$ cat config.mk
export PLATFORM = sky130hd
export DESIGN_NAME = fetch_ctrl
export DESIGN_NICKNAME = d
export VERILOG_FILES = /design/src/rtl/fetch_ctrl.sv
export SDC_FILE = /design/constraint.sdc
export NUM_CORES = 1
export LEC_CHECK = 0
export BUFFER_PORTS_ARGS = -buffer_cell sky130_fd_sc_hd__buf_2
export CORE_MARGIN = 2
export CORE_UTILIZATION = 45
export DETAILED_ROUTE_END_ITERATION = 7
export PLACE_DENSITY_LB_ADDON = 0.3
export SLEW_MARGIN = 0
export SYNTH_ARGS = -nofsm -noshare
export SYNTH_HDL_FRONTEND = slang
export SYNTH_SLANG_ARGS = --single-unit
$ cat constraint.sdc
create_clock -name clk -period 2.3 [get_ports clk]
set_input_delay 0 -clock clk [delete_from_list [all_inputs] [get_ports clk]]
set_output_delay 0 -clock clk [all_outputs]
set_load 0.05 [all_outputs]
$ cat src/rtl/fetch_ctrl.sv
// fetch_ctrl: instruction-fetch sequencer. Issues fetch requests at pc,
// advances pc by 4 on each handshake, and redirects on a jump or on an
// enabled branch. A redirect takes priority over a handshake in the same cycle.
// Optional feature macro: FETCH_CTRL_MISALIGN_TRAP_EN. When it is defined, a
// redirect to a target that is not word-aligned sets misalign and parks the
// sequencer in TRAP until reset.
module fetch_ctrl #(
  parameter logic [7:0]  RESET_ADDR = 8'h00,
  parameter int unsigned CNT_W      = 16
) (
  input  logic             clk,
  input  logic             rst_n,
  input  logic             stall,
  input  logic             br_sig,
  input  logic             we,
  input  logic             j_pc,
  input  logic [7:0]       br_instruction,
  input  logic             imem_ready,
  output logic             imem_req,
  output logic [7:0]       imem_addr,
  output logic             instr_valid,
  output logic [7:0]       instr_pc,
  output logic [7:0]       ret_addr,
  output logic [CNT_W-1:0] fetch_cnt,
  output logic             misalign
);

  localparam logic [1:0] IDLE  = 2'd0;
  localparam logic [1:0] REQ   = 2'd1;
  localparam logic [1:0] STALL = 2'd2;
`ifdef FETCH_CTRL_MISALIGN_TRAP_EN
  localparam logic [1:0] TRAP  = 2'd3;
`endif

  logic [1:0] state;
  logic [7:0] pc;
  logic       redirect;
  logic       handshake;

  // Request, handshake and redirect decode from the current state and inputs.
  always_comb begin
    imem_req  = (state == REQ) && !stall;
    handshake = imem_req && imem_ready;
    redirect  = j_pc || (br_sig && we);
  end

  assign imem_addr = pc;
  assign ret_addr  = pc + 8'h04;

  // Sequencer state, pc, completion pulse and fetch counter.
  always_ff @(posedge clk) begin
    if (!rst_n) begin
      state       <= IDLE;
      pc          <= RESET_ADDR;
      instr_valid <= 1'b0;
      instr_pc    <= 8'h00;
      fetch_cnt   <= '0;
    end else begin
      instr_valid <= 1'b0;
      case (state)
`ifdef FETCH_CTRL_MISALIGN_TRAP_EN
        TRAP: state <= TRAP;
`endif
        IDLE, REQ, STALL: begin
          if (redirect) begin
            // Redirect discards any same-cycle handshake.
            pc    <= br_instruction;
            state <= stall ? STALL : REQ;
`ifdef FETCH_CTRL_MISALIGN_TRAP_EN
            if (br_instruction[1:0] != 2'b00) state <= TRAP;
`endif
          end else begin
            if (handshake) begin
              pc          <= pc + 8'h04;
              instr_valid <= 1'b1;
              instr_pc    <= pc;
              fetch_cnt   <= fetch_cnt + CNT_W'(1);
            end
            // IDLE and STALL both resume into REQ once stall is low;
            // REQ falls back to STALL while stall is high.
            state <= stall ? STALL : REQ;
          end
        end
        default: state <= IDLE;
      endcase
    end
  end

`ifdef FETCH_CTRL_MISALIGN_TRAP_EN
  // Sticky flag set by a redirect to a non-word-aligned target.
  always_ff @(posedge clk) begin
    if (!rst_n) begin
      misalign <= 1'b0;
    end else if ((state != TRAP) && redirect && (br_instruction[1:0] != 2'b00)) begin
      misalign <= 1'b1;
    end
  end
`else
  assign misalign = 1'b0;
`endif

endmodule

After elaboration in Yosys (flattened, before gate mapping)
Cells that the tools add are included.
{"block": "word_totals", "elab_cells": 28, "out_inout_bits": 43, "ff_bits": 35, "input_bits": 15}
{"block": "op_classes", "n_mux": 4, "add_sub_neg": 2, "bitwise": 3, "eq_ne": 2, "reduce_logical": 12}
{"op": "adder 16 x 1 -> 16 bit (second input constant)", "count": 1}
{"op": "two-way mux 8 bit", "count": 2}
{"op": "adder 8 x 3 -> 8 bit (second input constant)", "count": 1}
{"op": "OR reduction 3 bit", "count": 2}
{"op": "AND reduction 2 bit", "count": 2}
{"op": "logical AND 1 bit", "count": 3}
{"op": "NOT 1 bit", "count": 3}
{"op": "AND reduction 3 bit", "count": 1}
{"op": "== test 2 x 1 -> 1 bit (second input constant)", "count": 1}
{"op": "== test 2 bit (second input constant)", "count": 1}
{"op": "zero test 2 bit", "count": 1}
{"op": "two-way mux 2 bit", "count": 1}
{"op": "nonzero test 2 bit", "count": 1}
{"op": "zero test 1 bit", "count": 1}
{"op": "logical OR 1 bit", "count": 1}
{"op": "two-way mux 1 bit", "count": 1}

Depth between registers and ports, before layout
Gate-level depths: netlist of run 1.
{"block": "logic_depth", "word_depth": 5, "ltp_mapped": 6, "ltp_nobuf": 5}

Least setup slack after synthesis of run 1
OpenSTA, ideal clock, no wires.
{"block": "synth_timing", "kind": "register -> register", "start": "register pc[2], in the netlist imem_addr[2]", "end": "register pc[6], in the netlist imem_addr[6]", "period_less_slack_ps": 2438, "stages_incl_launch_ff": 6, "path_buffers": 0, "t_arrival_ps": 2351, "required_time_ps": 2213, "path_slack_ps": -138, "setup_time_ps": 87, "cell_sequence": "dfxtp_1 ha_1 nand3_1 xnor2_1 nor2_1 o31ai_1"}
{"block": "synth_between", "elab_chain_cells": 3}
{"item": "from (decl)", "line_no": "36", "text": "logic [7:0] pc;"}
{"item": "from (signal assigned)", "line_no": "67", "text": "pc <= br_instruction;"}
{"item": "from (signal assigned)", "line_no": "74", "text": "pc <= pc + 8'h04;"}
{"item": "adder 8 x 3 -> 8 bit"}
{"item": "net ret_addr[6]", "line_no": "23", "text": "output logic [7:0] ret_addr,"}
{"item": "two-way mux 8 bit", "line_no": "73", "text": "if (handshake) begin"}
{"item": "two-way mux 8 bit", "line_no": "65", "text": "if (redirect) begin"}
The timed path passes the listed nets, and every way through them passes these cells. The select of a mux whose other input is x is not followed.
A chain may end at the register's enable or synchronous reset.

Worst setup path in the final report of run 1
{"block": "layout_timing", "start": "register fetch_cnt[3]", "end": "register fetch_cnt[15]"}
{"block": "layout_between", "elab_chain_cells": 1}
{"item": "from (decl)", "line_no": "24", "text": "output logic [CNT_W-1:0] fetch_cnt,"}
{"item": "from (signal assigned)", "line_no": "77", "text": "fetch_cnt <= fetch_cnt + CNT_W'(1);"}
{"item": "adder 16 x 1 -> 16 bit", "line_no": "77"}
Every way passes these cells.

==> results by stage, run 1 <==
Pwr:
- Internal power comes to approximately 0.00086 W.
- Across the VDD grid, the largest voltage drop is 0.000276 V.
- Summed over all cells, the static leakage comes to 0.913 nW.
- Of the total power, combinational logic draws 0.165.
- The switching power as a share of total power is 0.296.
- The sequential cell fraction of total power is 0.521.
- The power spent charging and discharging nets is 0.000361 W.
- In this run the power density over the cells is between 500 and 600 nW/µm².
- The clock share of power is 0.314.

CTS:
- The post-cts sizing count is 0.
- The maximum buffer depth of the clock tree is 2.
- The clock tree from TritonCTS is yes.
- TritonCTS created 5 clock buffers.
- Counting every sink on the clock net gives 35.
- The clock slew at the register clock pins of the worst setup and hold paths is 0.11 ns.
- Buffers added to address setup during post-CTS repair amount to 0.
- The clock root buffer is sky130_fd_sc_hd__clkbuf_4.
- Buffers inserted to repair hold after CTS numbered 8.
- Clock latency on the worst-skew pair, taken at its later pin, is 0.34 ns.
- The maximum level of the CTS H-tree is 2.

Final layout:
- Summing all flip-flop and latch instances after layout gives between 700 and 800 µm².
- 0 antenna diodes ended up in the layout.
- The final-layout fill cell count is 312.
- Of the cells placed in the final design, the portion with a size suffix greater than 1 is 0.269.
- After the last flow step, the layout net total stands at 280.
- The footprint of the multi-input gates is 833 µm².
- In the layout the commonest cells are sky130_fd_sc_hd__buf_2 (56), sky130_fd_sc_hd__nand2_1 (39), sky130_fd_sc_hd__dfxtp_1 (35), sky130_fd_sc_hd__a21oi_1 (24), sky130_fd_sc_hd__nor2_1 (16).
- The relative area change from synthesis to final layout is 28.8%.
- The final design instance area without fill is 2070 µm².
- The most common cell after layout, fill and taps aside is sky130_fd_sc_hd__buf_2.

Yosys:
- After synthesis, the share of flip-flops with an asynchronous set or reset is 0.
- The cell area that synthesis handed to floorplanning was 1610 µm².
- By area the synthesized netlist is led by sky130_fd_sc_hd__dfxtp_1 (44%), sky130_fd_sc_hd__nand2_1 (9.1%), sky130_fd_sc_hd__a21oi_1 (7.5%), sky130_fd_sc_hd__xnor2_1 (4.9%), sky130_fd_sc_hd__nand3_1 (4.0%).
- Of the total synthesized cell area, the portion taken by AND, OR, NAND and NOR gates is 0.284.
- The average cell area after synthesis is roughly 8.0 µm².
- The number of different library cells used by synthesis comes to 35.
- The register area share after synthesis is 0.436.
- Synthesis produced a netlist whose cell count is 200.
- Of the total synthesized cell area, the portion taken by full adders, half adders and majority gates is 0.0156.
- The post-synthesis xor/xnor area fraction is 0.0654.
- Measured against the total synthesized area, the mux share comes to 0.00623.
- The library cell occupying the most area in the post-synthesis netlist is sky130_fd_sc_hd__dfxtp_1.
- The dominant combinational cell family by area after synthesis is simple AND/OR/NAND/NOR gates.
- After synthesis the netlist holds a flip-flop and latch count of 35.
- The area fraction in compound gates after synthesis was 0.140.
- The number of nets handed over by synthesis was 217.
- In the synthesized netlist the dominant register cell turns out to be sky130_fd_sc_hd__dfxtp_1.
- The yosys synthesis warning count is 0.
- The share of Yosys cell area claimed by the top area cell type is 0.436.
- Yosys mapped a number of flops with a built-in enable equal to 0.

Route:
- The initial detailed-routing violation count is 35.
- In this run the remaining antenna-violating nets after routing total 0.
- The routed layout has 1639 vias.
- For this run, design rule violations remaining after detail routing come to 0.
- The detail-routed via count per cell is ~5.3.
- In the final routed layout, each cell accounts on average for between 10 and 15 µm.
- The final wirelength is 3.81 mm.
- The number of detailed-route iterations in the first pass is 4.

STA:
- Timing would allow up to 0.525 GHz.
- Clock skew on the completed layout was measured at 0.00943 ns.
- Setup repair after global routing left no endpoint under its margin.
- The total count of hold-check failures in the final report is 0.
- The shortest clock period the worst path allows after layout is 1.90 ns.
- The post-route setup TNS is 0 ns.
- The count of final max-slew check failures is 0.
- Setup violations remaining at the end of the flow were counted as 0.
- Dividing the final minimum period by the clock period gives 0.828.

Worst setup path:
- The critical path capture point type is a flip-flop.
- The signal on the critical path passes through nand4_1, or4_4, or4_1, a21oi_1.
- Of all nets on the critical path, the largest fanout is 12.
- In this design, the largest share of critical-path delay is due to simple AND/OR/NAND/NOR gates.
- Among all stages on the critical path, the largest delay is contributed by sky130_fd_sc_hd__or4_4.
- The number of logic stages on the critical path including buffering is 4.
- The worst register-to-register path has a depth of 4.
- The worst setup path is of the reg2reg kind.
- The data arrival time of the worst path is between 2 and 2.5 ns.
- The number of buffers and inverters on the critical path is 0.
- The worst setup path is launched from a flip-flop.
- On the worst path, the slowest cell contributes a delay of 0.59 ns.
- STA puts the critical path data required time at 2.57 ns.

Floorplanning:
- The core region is 3390 µm².
- The I/O pin total is 58.
- For this configuration, the core starts out at a cell density of 0.474.
- The overall die area is 4060 µm².
- In this run the horizontal extent of the chip is 63.8 µm.
- The die height is between 60 and 70 µm.
- The placement row count is 21.

Worst hold path:
- The number of instances on the worst hold path is 3.
- The min-delay analysis places its worst path in the category in2reg.

Placement:
- After legalization and detailed placement, the total HPWL measured 2.65 mm.
- The port buffer count is 56.
- The post-place instance area is 1920 µm².
- The routability-driven placement congestion ratio is 0.759.

Global route:
- The initial antenna violation count is 0.
- Entering global routing, the biggest net connects 21 pins.
- The global-route wire length before repair is roughly 6.4 mm.
- After global routing the overflow that remains totals 0.
- The number of global-route vias before repair is 1371.
- The global-route total usage across every layer is 0.200.

Run status:
- The flow ran to the end, and the final reports show no timing, DRC or antenna violations.

Run:
- Across the run, the number of max-cap violations was 0.
worst min-delay path: stages:
cell and delay (ns):
sky130_fd_sc_hd__buf_2 0.09, sky130_fd_sc_hd__o21ai_0 0.15, sky130_fd_sc_hd__o31ai_1 0.07
area by class of cell:
cell class | count | share of cell area
multi-input cells | 149 | 0.403
flip-flops and latches | 35 | 0.339
repair buffers | 69 | 0.192
clock buffers | 8 | 0.0333
well taps | 46 | 0.0278
inverters | 3 | 0.00544
registers in the layout (all words and copies together), names as in the netlist:
register     flops
fetch_cnt       16
state            2
instr_pc         8
instr_valid      1
imem_addr        8
through the flow:
step / utilization / power [W] / hold WS [ns] / worst slack [ns] / std cells
CTS: 0.611 / 0.00123 / 0.00588 / 0.414 / 310
detailed placement: 0.567 / 0.000841 / 0.212 / 0.423 / 294
floorplan: - / 0.000792 / 0.0724 / 0.0693 / 200
global route: 0.611 / 0.00128 / 0.0155 / 0.273 / 310
finish: 0.611 / 0.00122 / 0.00342 / 0.395 / 310
global placement: 0.567 / 0.000840 / 0.212 / 0.490 / 294
Yosys cell counts (4+ instances only):
cell and number:
sky130_fd_sc_hd__dfxtp_1 35, sky130_fd_sc_hd__nor2_1 16, sky130_fd_sc_hd__a21oi_1 24, sky130_fd_sc_hd__o31ai_1 4, sky130_fd_sc_hd__nand2_1 39, sky130_fd_sc_hd__or4_1 4, sky130_fd_sc_hd__nand3_1 13, sky130_fd_sc_hd__xnor2_1 9
sky130_fd_sc_hd__o21ai_0 4, sky130_fd_sc_hd__nor4_1 4, sky130_fd_sc_hd__clkbuf_1 7
metal layers:
| metal | up-vias | track usage | wire length (µm) |
|---|---|---|---|
| li1 | 828 | - | - |
| met1 | 750 | 0.266 | 1860 |
| met2 | 55 | 0.305 | 1670 |
| met3 | 6 | 0.0616 | 218 |
| met4 | 0 | 0.0734 | 59 |
| met5 | - | 0 | 0 |
worst paths after layout:
path                                      end              start  slack (ns)
worst max-delay path            fetch_cnt[15]       fetch_cnt[3]        0.40
worst min-delay path             imem_addr[6]  br_instruction[6]       0.003
worst max register to register  fetch_cnt[15]       fetch_cnt[3]        0.40
worst min register to register    instr_pc[7]        instr_pc[7]        0.46
cell families (layout without fill, tap and decap cells):
| family | Yosys count | after routing |
|---|---|---|
| compound gates | 39 | 39 |
| xor+xnor | 12 | 12 |
| fa+ha+maj | 2 | 2 |
| buf+inv | 16 | 80 |
| flops | 35 | 35 |
| mux | 1 | 1 |
| other cells | 1 | 1 |
| simple gates | 94 | 94 |
power by group through the flow:
stage          clock network, W  logic, W  registers [W]
2_1_floorplan                 0  0.000109       0.000684
3_3_place_gp                  0  0.000191       0.000649
3_5_place_dp                  0  0.000191       0.000649
4_1_cts                0.000389  0.000202       0.000635
5_1_grt                0.000422  0.000215       0.000639
6_report               0.000382  0.000201       0.000636
(Power assumes the default switching activity.)
==> run 2: changes to the inputs <==
- CORE_UTILIZATION: 45 -> 44
- clock period: 2.3 -> 1.6 ns (I/O delays scaled with it)
==> run 2 against run 1 <==
The run now ends with setup timing left. Setup slack got worse by 0.48 ns. Sequential share of layout area decreased by 2.4 points. First-iteration DRC count rose to 2.9 times the previous value. Hold slack improved by 0.0051 ns. Critical path depth did not move. Largest power group unchanged. Sequential power is 43% higher. Highest routed layer unchanged. Routed wire length rose by 15%. Combinational power up 58%.
==> results by stage, run 2 (synthesis results as in run 1) <==
Run status:
- Result of the run: finished, violations left (was completed).
- The checks that failed: setup timing.

STA:
- The post-route clock skew is 0.00973 ns (was 0.00943 ns).
- The shortest clock period the worst path allows after layout is 1.69 ns (was 1.90 ns).
- Setup repair after global routing missed its margin: yes (was no).
- The total count of hold-check failures in the final report is 0 (unchanged).
- The highest clock frequency the design can meet was 0.593 GHz (was 0.525 GHz).
- The number of failing setup endpoints in the final timing report was 4 (was 0).
- The final cycle utilization of the critical path was 1.05 (was 0.828).
- The setup slack after layout is -0.0872 ns (was 0.395 ns).
- The count of final max-slew check failures came to 0 (unchanged).

Floorplanning:
- The area of the core region is 3420 µm² (was 3390 µm²).
- The overall die area is 4150 µm² (was 4060 µm²).
- The die height is 64.4 µm (was 63.8 µm).
- The starting density of the core came to 0.470 (was 0.474).
- The horizontal die dimension came to 64.4 µm (was 63.8 µm).
- The I/O pin total is 58 (unchanged).
- The placement row count is 21 (unchanged).

Final layout:
- The number of standard cells in the layout, taps in and fillers out is 329 (was 310).
- The ratio of cells with drive above 1 in the final layout came to 0.403 (was 0.269).
- The number of nets in the final layout is 299 (was 280).
- Top library cells by usage in the layout, fill and taps aside: sky130_fd_sc_hd__buf_2 (53), sky130_fd_sc_hd__nand2_1 (39), sky130_fd_sc_hd__a21oi_1 (23), sky130_fd_sc_hd__buf_4 (23), sky130_fd_sc_hd__dfxtp_1 (18) (was sky130_fd_sc_hd__buf_2 (56), sky130_fd_sc_hd__nand2_1 (39), sky130_fd_sc_hd__dfxtp_1 (35), sky130_fd_sc_hd__a21oi_1 (24), sky130_fd_sc_hd__nor2_1 (16)).
- The final-layout fill cell count was 293 (was 312).
- The number of flip-flops under the largest register name is 16 (unchanged).
- The register with the most flip-flops is fetch_cnt (unchanged).
- The footprint of the flip-flops and latches is 739 µm² (was 701 µm²).
- The relative area change from synthesis to final layout was 46.2% (was 28.8%).
- The most common cell after layout, fill and taps aside is sky130_fd_sc_hd__buf_2 (unchanged).
- The final antenna diode count is 0 (unchanged).
- The share of the core filled with cells in the final layout is 0.688 (was 0.611).
- The footprint of the multi-input gates is 926 µm² (was 833 µm²).

CTS:
- The clock tree from TritonCTS is yes (unchanged).
- The number of clock buffers inserted by TritonCTS was 5 (unchanged).
- The source-to-sink clock delay at the later pin of the worst-skew pair is 0.34 ns (about the same).
- The maximum level of the CTS H-tree is 2 (unchanged).
- The maximum buffer depth of the clock tree is 2 (unchanged).
- The clock slew at the register clock pins of the worst setup and hold paths is 0.11 ns (about the same).
- The clock root buffer is sky130_fd_sc_hd__clkbuf_4 (unchanged).
- The TritonCTS sink count came to 35 (unchanged).

Worst setup path:
- The required time of the worst setup path came to 1.88 ns (was 2.57 ns).
- The data arrival time of the worst path is 1.96 ns (was 2.18 ns).
- The maximum fanout count along the critical path is 5 (was 12).
- The startpoint class of the critical path is a flip-flop (unchanged).
- The count of cells along the worst register-to-register path is 4 (unchanged).
- The critical path start-end classification was reg2reg (unchanged).
- The critical path capture point type is a flip-flop (unchanged).

Placement:
- The instance count after placement with tap cells included was 309 (was 294).
- The port buffer count is 56 (unchanged).
- The pre-CTS setup slack is -0.0300 ns (was 0.423 ns).
- The half-perimeter wire length of the detailed placement result was 2.87 mm (was 2.65 mm).
- The routability-driven placement congestion ratio is 0.777 (was 0.759).

Global route:
- The global-route wire length before repair is 6.83 mm (was 6.38 mm).
- The global-route total usage across every layer is 0.211 (was 0.200).
- The number of global-route vias before repair is 1482 (was 1371).
- The maximum number of pins on one net before global-route repair is 21 (unchanged).
- The initial antenna violation count is 0 (unchanged).
- The remaining global-route overflow is 0 (unchanged).

Route:
- The average routed wire per standard cell came to 13.3 µm (was 12.3 µm).
- The count of vias placed by the detailed router came to 1738 (was 1639).
- The total DRC errors in the routed layout is 0 (unchanged).
- The number of detailed-route iterations in the first pass is 4 (unchanged).
- The initial detailed-routing violation count was 100 (was 35).
- The remaining number of nets flagged by the antenna check after routing came to 0 (unchanged).
- The final wirelength came to 4.39 mm (was 3.81 mm).
- The detail-routed via count per cell is 5.28 (was 5.29).

Pwr:
- The worst ir drop on vdd is 0.000561 V (was 0.000276 V).
- The overall power consumption is 0.00178 W (was 0.00122 W).
- The static leakage was 1.02 nW (was 0.913 nW).
- The power per cell area is 757 nW/µm² (was 589 nW/µm²).

Worst hold path:
- The path category of the worst min-delay check is in2reg (unchanged).
- The number of instances on the worst hold path is 4 (was 3).

Run:
- The max-capacitance violation count is 0 (unchanged).
run 2: per-stage QoR:
step / TNS (ns) / hold slack, ns / area [µm²]
final: -0.204 / 0.00853 / 2350
after global routing: -0.560 / 0.00893 / 2350
after CTS: -0.0797 / 0.00498 / 2280
after detailed placement: -0.0666 / 0.219 / 2100
after global placement: 0 / 0.211 / 2100
after floorplan: -0.957 / 0.0724 / 1690
run 2: worst paths after layout:
| check | start | end | slack [ns] |
|---|---|---|---|
| hold / removal | br_instruction[7] | imem_addr[7] | 0.009 |
| hold reg to reg | instr_pc[5] | instr_pc[5] | 0.46 |
| setup reg to reg | state[1] | fetch_cnt[12] | -0.09 |
| setup / recovery | state[1] | fetch_cnt[12] | -0.09 |
run 2: per-layer routing:
| layer | share of wire | track usage | wire (µm) | up-vias |
|---|---|---|---|---|
| li1 | - | - | - | 861 |
| met2 | 0.46 | 0.341 | 2000 | 67 |
| met5 | 0 | 0 | 0 | - |
| met4 | 0.0071 | 0.0479 | 31 | 0 |
| met3 | 0.065 | 0.0538 | 287 | 4 |
| met1 | 0.47 | 0.285 | 2070 | 806 |
run 2: report_power, final:
group / switching, W / internal, W / leakage [nW]
Combinational: 0.000213 / 0.000105 / 0.690
Sequential: 0.0000295 / 0.000880 / 0.294
Clock: 0.000292 / 0.000259 / 0.0386
run 2: repair_timing:
action,4_1_cts,5_1_grt
pin swaps,0,5
hold buffers,10,0
hold endpoints to repair,10,0
setup endpoints to repair,6,8
setup buffers,1,0
cloned,0,1
resized for setup,2,13
run 2: layout make-up:
type / count / share of cell area
Multi-Input combinational cell: 150 / 0.394
Tap cell: 46 / 0.0245
Clock buffer: 8 / 0.0293
Sequential cell: 35 / 0.315
Inverter: 3 / 0.00479
Timing Repair Buffer: 87 / 0.232
run 2: worst max-delay path, cell delays in order, from the launching register on:
cell and delay, ns:
sky130_fd_sc_hd__dfxtp_2 0.33, sky130_fd_sc_hd__nand4bb_4 0.20, sky130_fd_sc_hd__or4_4 0.53, sky130_fd_sc_hd__or4_4 0.43, sky130_fd_sc_hd__a21oi_2 0.14
